==> config.mk <==
export PLATFORM = sky130hd
export DESIGN_NAME = sdrc_app_arbiter
export DESIGN_NICKNAME = d
export VERILOG_FILES = /design/src/rtl/sdrc_app_arbiter.sv
export SDC_FILE = /design/constraint.sdc
export NUM_CORES = 1
export LEC_CHECK = 0
export CORE_AREA = 3 3 120 122
export DETAILED_ROUTE_END_ITERATION = 16
export DIE_AREA = 0 0 123 125
export DONT_BUFFER_PORTS = 1
export PLACE_DENSITY = 0.36
export SLEW_MARGIN = 30
export SYNTH_ARGS = -nofsm -noshare
export SYNTH_HDL_FRONTEND = slang
export SYNTH_SLANG_ARGS = --single-unit
==> constraint.sdc <==
create_clock -name clk -period 4.3 [get_ports clk]
set_input_delay 1.075 -clock clk [delete_from_list [all_inputs] [get_ports clk]]
set_output_delay 1.075 -clock clk [all_outputs]
set_load 0.03 [all_outputs]
==> src/rtl/sdrc_app_arbiter.sv <==
// Round-robin arbiter sharing the SDRAM controller application port among
// NREQ masters. A grant is held for the whole burst, then priority rotates.
module sdrc_app_arbiter #(
  parameter int unsigned NREQ   = 2,
  parameter int unsigned APP_AW = 30,
  parameter int unsigned APP_DW = 32,
  parameter int unsigned APP_BW = 4,
  parameter int unsigned APP_RW = 9
) (
  input  logic                     clk,
  input  logic                     reset_n,
  input  logic [NREQ-1:0]          m_req,
  input  logic [NREQ*APP_AW-1:0]   m_addr,
  input  logic [NREQ*APP_RW-1:0]   m_len,
  input  logic [NREQ-1:0]          m_wr_n,
  input  logic [NREQ*APP_DW-1:0]   m_wr_data,
  input  logic [NREQ*APP_BW-1:0]   m_wr_en_n,
  output logic [NREQ-1:0]          m_ack,
  output logic [NREQ-1:0]          m_wr_next,
  output logic [NREQ-1:0]          m_rd_valid,
  output logic [APP_DW-1:0]        m_rd_data,
  output logic [1:0]               grant_id,
  output logic                     busy,
  output logic                     app_sdr_req,
  output logic [APP_AW-1:0]        app_req_addr,
  output logic [APP_RW-1:0]        app_req_len,
  output logic                     app_req_wr_n,
  input  logic                     app_req_ack,
  output logic [APP_DW-1:0]        app_wr_data,
  output logic [APP_BW-1:0]        app_wr_en_n,
  input  logic                     app_wr_next,
  input  logic [APP_DW-1:0]        app_rd_data,
  input  logic                     app_rd_valid
);

  typedef enum logic [1:0] {IDLE, REQ, XFER} state_t;

  state_t              state;
  logic [APP_RW-1:0]   beat_cnt;

  logic                pick_found;
  logic [1:0]          pick_id;
  logic [APP_AW-1:0]   pick_addr;
  logic [APP_RW-1:0]   pick_len;
  logic                pick_wr_n;

  logic [NREQ-1:0]     gnt_onehot;
  logic [APP_DW-1:0]   gnt_wr_data;
  logic [APP_BW-1:0]   gnt_wr_en_n;
  logic                beat;

  // Round-robin search: first requester after the last granted master.
  always_comb begin
    pick_found = 1'b0;
    pick_id    = grant_id;
    for (int unsigned k = 1; k <= NREQ; k++) begin
      if (!pick_found && m_req[(32'(grant_id) + k) % NREQ]) begin
        pick_found = 1'b1;
        pick_id    = 2'((32'(grant_id) + k) % NREQ);
      end
    end
  end

  // Request fields of the winning master, and data steering of the granted one.
  always_comb begin
    pick_addr   = '0;
    pick_len    = '0;
    pick_wr_n   = 1'b0;
    gnt_onehot  = '0;
    gnt_wr_data = '0;
    gnt_wr_en_n = '1;
    for (int unsigned i = 0; i < NREQ; i++) begin
      if (pick_id == 2'(i)) begin
        pick_addr = m_addr[i*APP_AW +: APP_AW];
        pick_len  = m_len[i*APP_RW +: APP_RW];
        pick_wr_n = m_wr_n[i];
      end
      if (grant_id == 2'(i)) begin
        gnt_onehot[i] = 1'b1;
        gnt_wr_data   = m_wr_data[i*APP_DW +: APP_DW];
        gnt_wr_en_n   = m_wr_en_n[i*APP_BW +: APP_BW];
      end
    end
  end

  // A beat is a handshake of the burst's own direction while transferring.
  always_comb begin
    beat = (state == XFER) && (app_req_wr_n ? app_rd_valid : app_wr_next);
  end

  // Handshake routing back to the granted master only.
  always_comb begin
    m_ack       = (state == REQ && app_req_ack) ? gnt_onehot : '0;
    m_wr_next   = (state == XFER && !app_req_wr_n && app_wr_next) ? gnt_onehot : '0;
    m_rd_valid  = (state == XFER && app_req_wr_n && app_rd_valid) ? gnt_onehot : '0;
    m_rd_data   = app_rd_data;
    app_wr_data = gnt_wr_data;
    app_wr_en_n = (state == XFER && !app_req_wr_n) ? gnt_wr_en_n : '1;
    busy        = (state != IDLE);
  end

  // Arbitration FSM with registered request fields and burst beat counter.
  always_ff @(posedge clk) begin
    if (!reset_n) begin
      state        <= IDLE;
      grant_id     <= 2'(NREQ - 1);
      app_sdr_req  <= 1'b0;
      app_req_addr <= '0;
      app_req_len  <= '0;
      app_req_wr_n <= 1'b0;
      beat_cnt     <= '0;
    end else begin
      case (state)
        IDLE: begin
          if (pick_found) begin
            grant_id     <= pick_id;
            app_req_addr <= pick_addr;
            app_req_len  <= pick_len;
            app_req_wr_n <= pick_wr_n;
            app_sdr_req  <= 1'b1;
            state        <= REQ;
          end
        end
        REQ: begin
          if (app_req_ack) begin
            app_sdr_req <= 1'b0;
            beat_cnt    <= app_req_len;
            state       <= (app_req_len == '0) ? IDLE : XFER;
          end
        end
        XFER: begin
          if (beat && beat_cnt != '0) begin
            beat_cnt <= beat_cnt - APP_RW'(1);
            if (beat_cnt == APP_RW'(1)) state <= IDLE;
          end
        end
        default: state <= IDLE;
      endcase
    end
  end

endmodule

# ---- Yosys cells after proc, flatten, opt, wreduce, memory -nomap -nowiden
# Cells that the tools add are included.
dict set report classes {
  add_sub_neg 3
  n_lt_le_gt_ge 2
  n_eq_ne 9
  mux 37
  reduce_logical 22
}
# cell n
set ops {}
lappend ops {{2-to-1 mux 32 bit} 2}
lappend ops {{2-to-1 mux 30 bit} 2}
lappend ops {{2-to-1 mux 9 bit} 4}
lappend ops {{2-to-1 mux 2 bit} 10}
lappend ops {{one-hot mux 9 bit (2 select lines)} 1}
lappend ops {{2-to-1 mux 1 bit} 13}
lappend ops {{2-to-1 mux 4 bit} 3}
lappend ops {{equality test 9 x 1 -> 1 bit (second input constant)} 1}
lappend ops {{logical NOT 9 bit} 1}
lappend ops {{nonzero test 9 bit} 1}
lappend ops {{subtractor 9 x 1 -> 9 bit (second input constant)} 1}
lappend ops {{logical AND 1 bit} 8}
lappend ops {{equality test 2 x 1 -> 1 bit (second input constant)} 3}
lappend ops {{logical NOT 2 bit} 3}
lappend ops {{one-hot mux 2 bit (3 select lines)} 1}
lappend ops {{AND reduction 3 bit} 2}
lappend ops {{nonzero test 2 bit} 3}
lappend ops {{< comparator 1 x 2 -> 1 bit (second input constant)} 2}
lappend ops {{inequality test 2 x 1 -> 1 bit (second input constant)} 2}
lappend ops {{inequality test 2 bit (second input constant)} 2}
lappend ops {{AND reduction 4 bit} 1}
lappend ops {{adder 1 bit (second input constant)} 2}
lappend ops {{equality test 2 bit (second input constant)} 1}
lappend ops {{logical NOT 1 bit} 2}
lappend ops {{other kinds (2)} 2}
dict set report word_totals {
  regBits 54
  wordCells 80
}

# ---- Logic depth before layout (Yosys ltp)
dict set report logic_depth {
  depth_word 10
  depth_mapped 7
  ltp_nobuf 6
}

# ---- Least setup slack after synthesis
# Ideal clock, no wire load.
dict set report synth_timing {
  path_kind {input-to-output}
  from {input port app_rd_valid}
  to {output port m_rd_valid[0]}
  arrival_ps 2061
  required_time_ps 3225
  path_slack_ps 1164
  cell_stages 2
  n_path_buf 0
  path_cell_list {nand2_1 -> nor4_1}
}
dict set report synth_via {
  elab_chain_cells 2
}
# element line
set synth_lines {}
lappend synth_lines {{from (decl)} 33} ;# input logic app_rd_valid
lappend synth_lines {{logical AND 1 bit} 95} ;# m_rd_valid = (state == XFER && app_req_wr_n && app_rd_valid) ? gnt_onehot : '0;
lappend synth_lines {{2-to-1 mux 2 bit} 95}
lappend synth_lines {{to (decl)} 20} ;# output logic [NREQ-1:0] m_rd_valid,
# Every way passes these cells.

# ---- Final worst setup path
dict set report layout_timing {
  from {register state[0]}
  to {output port m_wr_next[1]}
}
dict set report layout_via {
  elab_chain_cells 4
}
# element line
set layout_lines {}
lappend layout_lines {{from (decl)} 38} ;# state_t state;
lappend layout_lines {{from (signal assigned)} 128} ;# state <= (app_req_len == '0) ? IDLE : XFER;
lappend layout_lines {{equality test 2 bit} 94} ;# m_wr_next = (state == XFER && !app_req_wr_n && app_wr_next) ? gnt_onehot : '0;
lappend layout_lines {{logical AND 1 bit (2 in a row)} 94}
lappend layout_lines {{2-to-1 mux 2 bit} 94}
lappend layout_lines {{to (decl)} 19} ;# output logic [NREQ-1:0] m_wr_next,
# Every way passes these cells.

==> impl_metrics.json <==
{
  "vdd.ir_drop.worst_v": 0.000161,
  "critical_path_required_ns": 3.22,
  "synth_top_area_share_pct": 31.6,
  "r2r_startpoint": "grant_id[1]$_SDFFE_PN0P_",
  "drt_pre_antenna_iters": 4,
  "drv_slew": 0,
  "postCtsResizedCells": 0,
  "fin_tns_setup_ns": 0,
  "p_int_uw": 1010,
  "global_route_wire_length_before_repair_um": 17600,
  "place.port_buffers": 0,
  "tightestPinTransition_ns": 0.832,
  "fmax_ghz": 0.289,
  "detailroute.via_count": 2970,
  "criticalPathCategory": "reg -> out",
  "placement.setup.worst_slack_ns": 1.13,
  "postSynthCellCount": 423,
  "core_area_sq_um": 13300,
  "clock_tree_root_buffer_cell": "sky130_fd_sc_hd__clkbuf_16",
  "globalRoute.totalOverflow": 0,
  "synth-seq-area-share_pct": 31.6,
  "initial_core_util_pct": 25.7,
  "worst_ep_arrival_time_ns": 2.39,
  "fp-row-count": 42,
  "slew-limit-headroom_pct": 44.5,
  "grt_util_all_layers_pct": 15.1,
  "antenna_found_initial": 0,
  "post_cts.repair.setup_buffers": 0,
  "cts-htree-levels": 2,
  "post-route-min-period_ns": 3.46,
  "fraction_of_final_layout_cells_sized_beyond_drive_strength_1_pct": 7.49,
  "skew_ns": 0.00380,
  "finish.net_count": 567,
  "final_setup_fails": 0,
  "period_share_pct": 80.5,
  "tritoncts.num_buffers": 5,
  "cp_max_fo": 20,
  "synth_area_leader_cell": "sky130_fd_sc_hd__dfxtp_1",
  "synth_cell_types": 41,
  "run_status": "completed",
  "hp-class": "reg -> reg",
  "ys.warnings.count": 0,
  "fin_ws_ns": 0.839,
  "critPathCaptureType": "primary output",
  "crit_chain": "nand2b_1, nor3_1, nand2_1, nor2_1",
  "startpoint_type": "flop",
  "route.antenna.remaining_nets": 0,
  "leakage_uw": 0.00146,
  "gp_congestion": 0.737,
  "grt_max_degree": 59,
  "power_density_nw_per_um2": 460,
  "comb_power_share_pct": 27.7,
  "die_y_um": 125,
  "cp-startpoint": "state[0]$_SDFFE_PN0P_",
  "count_of_antenna_diodes_in_the_layout": 0,
  "setup_repair_after_global_routing_missed_its_margin": "no",
  "die-width_um": 123,
  "synth_common_cells": "sky130_fd_sc_hd__nor2_1 (85), sky130_fd_sc_hd__dfxtp_1 (54), sky130_fd_sc_hd__nor3b_1 (41)",
  "postSynthRegisterBits": 54,
  "grt_pass1_vias": 2894,
  "synth-main-ff-cell": "sky130_fd_sc_hd__dfxtp_1",
  "io-pin-count": 309,
  "post-route-drc-count": 0,
  "power_frac_clock_pct": 28.0,
  "tritoncts": "done",
  "ys_async_sr_fraction_pct": 0,
  "top_count_cell_post_synth": "sky130_fd_sc_hd__nor2_1",
  "syn_avg_cell_area_sq_um": 8.08,
  "hold_start": "beat_cnt[8]$_SDFFE_PN0P_",
  "drt_total_wl_um": 12500,
  "routedWlPerCell_um": 22.7,
  "drt_first_iter_violations": 160,
  "layout-area-overhead-vs-synth_pct": 5.45,
  "synth.area.top_cells": "sky130_fd_sc_hd__dfxtp_1 (32%), sky130_fd_sc_hd__mux2i_1 (11%), sky130_fd_sc_hd__a221oi_1 (10%)",
  "syn_nets": 617,
  "slowest_cell_delay_on_critical_path_ns": 0.52,
  "cts_sinks": 54,
  "worst_skew_pair.late_latency_ns": 0.29,
  "clk_pin_slew_ns": 0.07,
  "holdBufCountCts": 0,
  "power_switching_uw": 653,
  "final_hold_viol_count": 0,
  "critPathSlowestCell": "sky130_fd_sc_hd__nor3_1",
  "die_area_sq_um": 15400,
  "ctsLongestPathBuffers": 2,
  "detailedPlacementHpwl_um": 9780,
  "whs_ns": 0.505,
  "power.share.sequential_pct": 44.4,
  "synth-edff-count": 0,
  "avgViaCountPerCell": 5.40,
  "timing.max_cap.violations": 0,
  "power.switching_fraction_pct": 39.3,
  "syn-cell-area_sq_um": 3420
}
==> sequential cells by signal, indices dropped and copies added, names as in the netlist <==
signal and count:
app_req_addr 30, app_req_len 9, app_req_wr_n 1, app_sdr_req 1
beat_cnt 9, grant_id 2, state 2
==> worst max-delay path: cells and delay by family, from the launching register on <==
kind | cells | cell delay (ns)
DFF | 1 | 0.34
and+or+nand+nor | 4 | 1.75
==> cell type report <==
type	count	area, sq um
Clock buffer	7	133
Clock inverter	1	30.0
Fill cell	1459	9690
Inverter	5	18.8
Multi-Input combinational cell	297	1970
Sequential cell	54	1080
Tap cell	176	220
Timing Repair Buffer	10	150
==> cells by family (layout without fill, tap and decap cells) <==
kind of cell | Yosys count | count (layout) | synth area share, %
and+or+nand+nor | 177 | 177 | 26.5
AOI/OAI and AO/OA | 81 | 81 | 18.3
buffers and inverters | 72 | 23 | 12.0
DFF | 54 | 54 | 31.6
muxes | 36 | 36 | 10.5
adders and majority gates | 3 | 3 | 1.10
==> layer usage <==
metal | routed length, um | part of all wire (%) | track usage (%) | vias to the layer above
li1 | - | - | - | 1386
met1 | 4410 | 35 | 15.1 | 1386
met4 | 219 | 1.8 | 4.04 | 0
met5 | 0 | 0 | 0 | -
met3 | 1200 | 9.6 | 4.43 | 21
met2 | 6650 | 53 | 29.5 | 177
==> power groups by stage <==
stage / Combinational (uW) / Sequential, uW / Clock (uW)
detailed placement: 446 / 752 / 0
finish: 459 / 736 / 464
global route: 515 / 746 / 504
floorplan: 426 / 722 / 0
global placement: 433 / 752 / 0
CTS: 447 / 740 / 488
==> metrics by stage <==
| stage | utilization, % | area, sq um | instances | total power (uW) |
|---|---|---|---|---|
| floorplan | - | 3420 | 423 | 1150 |
| global placement | 25.1 | 3340 | 538 | 1180 |
| detailed placement | 25.3 | 3370 | 539 | 1200 |
| CTS | 26.5 | 3530 | 547 | 1680 |
| global route | 27.1 | 3610 | 550 | 1760 |
| finish | 27.1 | 3610 | 550 | 1660 |
==> final timing paths <==
check                                end  slack (ns)  depth (start not counted)
max                         m_wr_next[1]        0.84                          4
min             beat_cnt[8]$_SDFFE_PN0P_        0.50                          2
max reg2reg  app_req_len[1]$_SDFFE_PN0P_        2.01                          6
min reg2reg     beat_cnt[8]$_SDFFE_PN0P_        0.50                          2
==> layout by cell type (no fill, tap or decap), types with 4 or more instances in the layout <==
cell type                   instances
sky130_fd_sc_hd__nor2_1            84
sky130_fd_sc_hd__dfxtp_1           52
sky130_fd_sc_hd__nor3b_1           41
sky130_fd_sc_hd__a221oi_1          40
sky130_fd_sc_hd__mux2i_1           36
sky130_fd_sc_hd__nand2_1           23
sky130_fd_sc_hd__o21ai_0            9
sky130_fd_sc_hd__a21oi_1            8
sky130_fd_sc_hd__clkbuf_16          7
sky130_fd_sc_hd__nor3_1             6
sky130_fd_sc_hd__buf_4              6
sky130_fd_sc_hd__inv_1              5
sky130_fd_sc_hd__nor4_1             4
sky130_fd_sc_hd__nand3_1            4
(Power assumes the default switching activity.)
